$ cat src/rtl/dmem_port_arbiter_if.sv
// Signal bundle for the data-memory port arbiter: PIPE and DMA requester
// channels plus the single-port memory side.
interface dmem_port_arbiter_if #(
  parameter int WORD_LEN = 32
);
  logic                pipe_req;
  logic                pipe_we;
  logic [WORD_LEN-1:0] pipe_addr;
  logic [WORD_LEN-1:0] pipe_wdata;
  logic                pipe_stall;
  logic [WORD_LEN-1:0] pipe_rdata;
  logic                pipe_done;

  logic                dma_req;
  logic                dma_we;
  logic [WORD_LEN-1:0] dma_addr;
  logic [WORD_LEN-1:0] dma_wdata;
  logic [WORD_LEN-1:0] dma_rdata;
  logic                dma_done;

  logic                mem_en;
  logic                mem_we;
  logic [WORD_LEN-1:0] mem_addr;
  logic [WORD_LEN-1:0] mem_wdata;
  logic [WORD_LEN-1:0] mem_rdata;

  // Arbiter view: takes requests, returns results, drives the memory.
  modport slave (
    input  pipe_req, pipe_we, pipe_addr, pipe_wdata,
    output pipe_stall, pipe_rdata, pipe_done,
    input  dma_req, dma_we, dma_addr, dma_wdata,
    output dma_rdata, dma_done,
    output mem_en, mem_we, mem_addr, mem_wdata,
    input  mem_rdata
  );

  // Environment view: requesters and the memory device.
  modport master (
    output pipe_req, pipe_we, pipe_addr, pipe_wdata,
    input  pipe_stall, pipe_rdata, pipe_done,
    output dma_req, dma_we, dma_addr, dma_wdata,
    input  dma_rdata, dma_done,
    input  mem_en, mem_we, mem_addr, mem_wdata,
    output mem_rdata
  );
endinterface

$ cat src/rtl/dmem_port_arbiter.sv
// Shares a single-port fixed-latency data memory between the pipeline (PIPE)
// and a DMA port: fixed PIPE priority with a starvation limit for DMA.
module dmem_port_arbiter #(
  parameter int WORD_LEN   = 32,
  parameter int MEM_LAT    = 2,
  parameter int STARVE_MAX = 4
) (
  input logic                clk,
  input logic                rst,
  dmem_port_arbiter_if.slave bus
);
  localparam int   LAT_W    = (MEM_LAT > 1) ? $clog2(MEM_LAT) : 1;
  localparam int   STV_W    = $clog2(STARVE_MAX + 1);
  localparam int   NREQ     = 2;
  localparam logic OWN_PIPE = 1'b0;
  localparam logic OWN_DMA  = 1'b1;

  typedef enum logic [1:0] {
    IDLE   = 2'd0,
    ACCESS = 2'd1,
    DONE   = 2'd2
  } state_t;

  state_t              state_q, state_d;
  logic                owner_q, owner_d;
  logic [LAT_W-1:0]    lat_cnt_q, lat_cnt_d;
  logic [STV_W-1:0]    starve_cnt_q, starve_cnt_d;
  logic                mem_en_q, mem_en_d;
  logic                mem_we_q, mem_we_d;
  logic [WORD_LEN-1:0] mem_addr_q, mem_addr_d;
  logic [WORD_LEN-1:0] mem_wdata_q, mem_wdata_d;

  logic                dma_win;
  logic                grant;
  logic                capture;
  logic [NREQ-1:0]     done_w;
  logic [WORD_LEN-1:0] rdata_q [NREQ];

  // DMA only beats a concurrent PIPE request once it has been passed over
  // STARVE_MAX times in a row.
  assign dma_win = bus.dma_req && (!bus.pipe_req || (starve_cnt_q == STV_W'(STARVE_MAX)));
  assign grant   = dma_win || bus.pipe_req;
  assign capture = (state_q == ACCESS) && (lat_cnt_q == '0) && !mem_we_q;

  always_ff @(posedge clk or posedge rst) begin
    if (rst) begin
      state_q      <= IDLE;
      owner_q      <= OWN_PIPE;
      lat_cnt_q    <= '0;
      starve_cnt_q <= '0;
      mem_en_q     <= 1'b0;
      mem_we_q     <= 1'b0;
      mem_addr_q   <= '0;
      mem_wdata_q  <= '0;
    end else begin
      state_q      <= state_d;
      owner_q      <= owner_d;
      lat_cnt_q    <= lat_cnt_d;
      starve_cnt_q <= starve_cnt_d;
      mem_en_q     <= mem_en_d;
      mem_we_q     <= mem_we_d;
      mem_addr_q   <= mem_addr_d;
      mem_wdata_q  <= mem_wdata_d;
    end
  end

  always_comb begin
    state_d      = state_q;
    owner_d      = owner_q;
    lat_cnt_d    = lat_cnt_q;
    starve_cnt_d = starve_cnt_q;
    mem_en_d     = 1'b0;
    mem_we_d     = mem_we_q;
    mem_addr_d   = mem_addr_q;
    mem_wdata_d  = mem_wdata_q;

    unique case (state_q)
      IDLE: begin
        if (grant) begin
          state_d     = ACCESS;
          owner_d     = dma_win ? OWN_DMA : OWN_PIPE;
          mem_en_d    = 1'b1;
          mem_we_d    = dma_win ? bus.dma_we    : bus.pipe_we;
          mem_addr_d  = dma_win ? bus.dma_addr  : bus.pipe_addr;
          mem_wdata_d = dma_win ? bus.dma_wdata : bus.pipe_wdata;
          lat_cnt_d   = LAT_W'(MEM_LAT - 1);
          if (dma_win) begin
            starve_cnt_d = '0;
          end else if (bus.dma_req && (starve_cnt_q != STV_W'(STARVE_MAX))) begin
            starve_cnt_d = starve_cnt_q + 1'b1;
          end
        end
      end
      ACCESS: begin
        if (lat_cnt_q == '0) begin
          state_d  = DONE;
          mem_we_d = 1'b0;
        end else begin
          lat_cnt_d = lat_cnt_q - 1'b1;
        end
      end
      DONE: begin
        state_d = IDLE;
      end
      default: begin
        state_d = IDLE;
      end
    endcase
  end

  // Index 0 is PIPE, index 1 is DMA, matching the owner encoding.
  for (genvar gi = 0; gi < NREQ; gi++) begin : g_req
    assign done_w[gi] = (state_q == DONE) && (owner_q == 1'(gi));

    always_ff @(posedge clk or posedge rst) begin
      if (rst) begin
        rdata_q[gi] <= '0;
      end else if (capture && (owner_q == 1'(gi))) begin
        rdata_q[gi] <= bus.mem_rdata;
      end
    end
  end

  assign bus.pipe_stall = bus.pipe_req && !done_w[0];
  assign bus.pipe_done  = done_w[0];
  assign bus.dma_done   = done_w[1];
  assign bus.pipe_rdata = rdata_q[0];
  assign bus.dma_rdata  = rdata_q[1];
  assign bus.mem_en     = mem_en_q;
  assign bus.mem_we     = mem_we_q;
  assign bus.mem_addr   = mem_addr_q;
  assign bus.mem_wdata  = mem_wdata_q;
endmodule
$ cat src/flat_wrapper.sv
// flat-port wrapper written by rule: the top's interface ports become plain ports
module dmem_port_arbiter_flat 
#(
  parameter int WORD_LEN   = 32,
  parameter int MEM_LAT    = 2,
  parameter int STARVE_MAX = 4
)
  (clk, rst, bus_pipe_req, bus_pipe_we, bus_pipe_addr, bus_pipe_wdata, bus_pipe_stall, bus_pipe_rdata, bus_pipe_done, bus_dma_req, bus_dma_we, bus_dma_addr, bus_dma_wdata, bus_dma_rdata, bus_dma_done, bus_mem_en, bus_mem_we, bus_mem_addr, bus_mem_wdata, bus_mem_rdata);
  dmem_port_arbiter_if #(.WORD_LEN(WORD_LEN)) bus_i ();
  input logic clk;
  input logic rst;
  input wire logic [$bits(bus_i.pipe_req)-1:0] bus_pipe_req;
  input wire logic [$bits(bus_i.pipe_we)-1:0] bus_pipe_we;
  input wire logic [$bits(bus_i.pipe_addr)-1:0] bus_pipe_addr;
  input wire logic [$bits(bus_i.pipe_wdata)-1:0] bus_pipe_wdata;
  output wire logic [$bits(bus_i.pipe_stall)-1:0] bus_pipe_stall;
  output wire logic [$bits(bus_i.pipe_rdata)-1:0] bus_pipe_rdata;
  output wire logic [$bits(bus_i.pipe_done)-1:0] bus_pipe_done;
  input wire logic [$bits(bus_i.dma_req)-1:0] bus_dma_req;
  input wire logic [$bits(bus_i.dma_we)-1:0] bus_dma_we;
  input wire logic [$bits(bus_i.dma_addr)-1:0] bus_dma_addr;
  input wire logic [$bits(bus_i.dma_wdata)-1:0] bus_dma_wdata;
  output wire logic [$bits(bus_i.dma_rdata)-1:0] bus_dma_rdata;
  output wire logic [$bits(bus_i.dma_done)-1:0] bus_dma_done;
  output wire logic [$bits(bus_i.mem_en)-1:0] bus_mem_en;
  output wire logic [$bits(bus_i.mem_we)-1:0] bus_mem_we;
  output wire logic [$bits(bus_i.mem_addr)-1:0] bus_mem_addr;
  output wire logic [$bits(bus_i.mem_wdata)-1:0] bus_mem_wdata;
  input wire logic [$bits(bus_i.mem_rdata)-1:0] bus_mem_rdata;
  assign bus_i.pipe_req = bus_pipe_req;
  assign bus_i.pipe_we = bus_pipe_we;
  assign bus_i.pipe_addr = bus_pipe_addr;
  assign bus_i.pipe_wdata = bus_pipe_wdata;
  assign bus_pipe_stall = bus_i.pipe_stall;
  assign bus_pipe_rdata = bus_i.pipe_rdata;
  assign bus_pipe_done = bus_i.pipe_done;
  assign bus_i.dma_req = bus_dma_req;
  assign bus_i.dma_we = bus_dma_we;
  assign bus_i.dma_addr = bus_dma_addr;
  assign bus_i.dma_wdata = bus_dma_wdata;
  assign bus_dma_rdata = bus_i.dma_rdata;
  assign bus_dma_done = bus_i.dma_done;
  assign bus_mem_en = bus_i.mem_en;
  assign bus_mem_we = bus_i.mem_we;
  assign bus_mem_addr = bus_i.mem_addr;
  assign bus_mem_wdata = bus_i.mem_wdata;
  assign bus_i.mem_rdata = bus_mem_rdata;
  dmem_port_arbiter #(.WORD_LEN(WORD_LEN), .MEM_LAT(MEM_LAT), .STARVE_MAX(STARVE_MAX)) u_core (.clk(clk), .rst(rst), .bus(bus_i));
endmodule
$ cat config.mk
export PLATFORM = sky130hd
export DESIGN_NAME = dmem_port_arbiter_flat
export DESIGN_NICKNAME = d
export VERILOG_FILES = /design/src/rtl/dmem_port_arbiter_if.sv /design/src/rtl/dmem_port_arbiter.sv /design/src/flat_wrapper.sv
export SDC_FILE = /design/constraint.sdc
export NUM_CORES = 1
export LEC_CHECK = 0
export CELL_PAD_IN_SITES_DETAIL_PLACEMENT = 0
export CELL_PAD_IN_SITES_GLOBAL_PLACEMENT = 1
export CORE_MARGIN = 3
export CORE_UTILIZATION = 34
export CTS_CLUSTER_SIZE = 14
export DETAILED_ROUTE_END_ITERATION = 12
export HOLD_SLACK_MARGIN = 0.15
export MAX_ROUTING_LAYER = met4
export PLACE_DENSITY_LB_ADDON = 0.1
export SYNTH_ARGS = -nofsm -noshare
export SYNTH_HDL_FRONTEND = slang
export SYNTH_SLANG_ARGS = --single-unit
$ cat constraint.sdc
create_clock -name clk -period 10.4 [get_ports clk]
set_clock_uncertainty 0.2 [all_clocks]
set_input_delay 2.6 -clock clk [delete_from_list [all_inputs] [get_ports clk]]
set_output_delay 2.6 -clock clk [all_outputs]
set_load 0.02 [all_outputs]
==> run metrics <==
Starting Density 35.0%; CTS tree yes; worst rel slew slack 16.3%; routed vias/inst 5.32; fmax 145 MHz; # hold bufs at CTS 0; Synth area leader dfrtp_1; Worst-Margin Slew 1.26 ns; gpl congestion 0.752; CP max FO 8; Hold Crit Depth 1; nets@finish 926; EDFF count, synth 0; setup slack after layout 3.50 ns; placed cell count 968; initial antenna violation count 2; Worst R2R Setup Slack 7.02 ns; DRC 0; Worst VDD drop 0.117 mV; grt total ovfl 0; 1st-pass router iterations 4; worst min-delay path startpoint u_core.lat_cnt_q; core region area 18,200 um^2; Horiz. Die Dim 143 um; layout cells sized above 1 14.3%; FP Rows 49; Worst R2R Start u_core.state_q[0]; area post-placement 9450 um^2; design area 10,000 um^2; Critical Path End Type primary output; synthesized flop and latch total 137; Fin. Hold Viols 0; HP Class register to register; DP Wirelength 13,300 um; most frequent cells in the layout 297 x clkdlybuf4s50_1, 136 x dfrtp_1, 66 x a21boi_0; clk buf depth 2; Clock transition at path regs 0.06 ns; drt first-iter violations 220; Yosys top cell area share 53.7%; Setup-failing EPs final 0; total power 3.18 mW; worst r2r dst u_core.bus.pipe_rdata[20]; largest net degree at the start of global routing 131; Post-synth ARST share 100%; first-pass GRT wire length 30,400 um; Mapped Avg Cell Area 12.9 um^2; die span in y 143 um; Antenna Nets Post-Route 0; CTS root buffer clkbuf_16; CTS Buf Count 17; syn nets 661; drt wl/cell 19.7 um; Util after Layout 55.1%; data arrival time of the critical path 4.10 ns; Setup crit start bus_pipe_req; top post-synthesis cells by area dfrtp_1 54%, mux2_2 11%, a311o_1 10%; PostCTS Resize Cnt 0; PD cells 317 nW/um^2; Area Overhead vs Synth 57.3%; Yosys warnings 0; vias in the first global route 5,480; max cap viols 0; unrepaired setup endpoints after global routing false; # IOs 299; Tot GR Track Use 19.5%; Seq/Total Area, Yosys 53.7%; Non-Filler Instances 1,002; R2R depth 5; CTS sink cnt 137; Hold EP u_core.state_q[1]; H-Tree Depth 4; vias 5,331; Top FF cell, synth dfrtp_1; Place WS 3.51 ns; outcome finished clean; WL final 19,700 um; Distinct cells, synth 34; Setup Buffers After CTS 0; CP Launch Type input pin; Post-Synthesis Cells 493; commonest non-fill, non-tap cell in the layout clkdlybuf4s50_1; WP data required 7.60 ns; Final Cycle Share 66.3%; setup tns final 0 ns; Post-Synthesis Cell Area 6380 um^2; number of I/O port buffers 298; Lkg Pwr 3.88 nW; final hold slack 0.278 ns; die area 20,400 um^2; Clk Latency, worst-skew pair 0.41 ns; critical setup path kind input pin to primary output; min Tclk post-route 6.90 ns; fin. max-slew vios 0
[worst max-delay path, cell delays in order]
cell and delay (ns):
clkdlybuf4s50_1 0.67, nor2b_1 0.18, clkdlybuf4s50_1 0.64
[logic make-up after synthesis]
| logic type | Yosys count | share of synthesized area [%] |
|---|---|---|
| AND/OR/NAND/NOR | 19 | 1.75 |
| AO/OA/AOI/OAI | 207 | 28.1 |
| flip-flops | 137 | 53.7 |
| adder cells (fa/ha/maj) | 2 | 0.392 |
| buffers and inverters | 64 | 4.77 |
| multiplexers | 64 | 11.3 |
[sequential cells by signal, indices dropped and copies added, names as in the netlist]
register,count
u_core.bus.mem_addr,32
u_core.bus.pipe_rdata,32
u_core.bus.mem_wdata,32
u_core.state_q,2
u_core.lat_cnt_q,1
u_core.bus.mem_we,1
u_core.bus.mem_en,1
u_core.starve_cnt_q,3
u_core.owner_q,1
u_core.bus.dma_rdata,32
[synth_stat cells, types with 3 or more instances]
cell      instances
dfrtp_1         137
buf_6             7
a311o_1          64
buf_2             7
nor2_1            3
o22a_1           64
a21boi_0         66
inv_1             4
mux2_2           63
o21ai_0           3
nand2_1           3
buf_1             9
clkbuf_1         35
[metal layers]
layer  global-route usage (%)  part of all wire (%)
met5                        -                     0
met3                     6.36                   7.5
met2                     32.0                    50
met1                     23.3                    42
met4                     5.10                  0.93
[worst max-delay path by stage]
stage	endpoint	cells past startpoint
CTS	bus_pipe_stall	3
floorplan	u_core.bus.dma_rdata[0]	1
global route	bus_pipe_stall	3
detailed placement	bus_pipe_stall	3
global placement	bus_pipe_stall	3
finish	bus_pipe_stall	3
[area by class of cell]
| type | count | area, um^2 |
|---|---|---|
| antenna | 2 | 5.00 |
| clock buffer | 18 | 429 |
| clock inverter | 14 | 151 |
| fill | 1543 | 8170 |
| inverter | 4 | 20.0 |
| multi-input combinational | 292 | 2680 |
| sequential | 137 | 3430 |
| tap | 229 | 287 |
| timing repair buffer | 306 | 3040 |
[power breakdown]
| group | internal [mW] | switching [mW] |
|---|---|---|
| Clock | 0.340 | 0.258 |
| Combinational | 0.841 | 0.773 |
| Sequential | 0.806 | 0.161 |
| Total | 1.99 | 1.19 |
(Power assumes the default switching activity.)
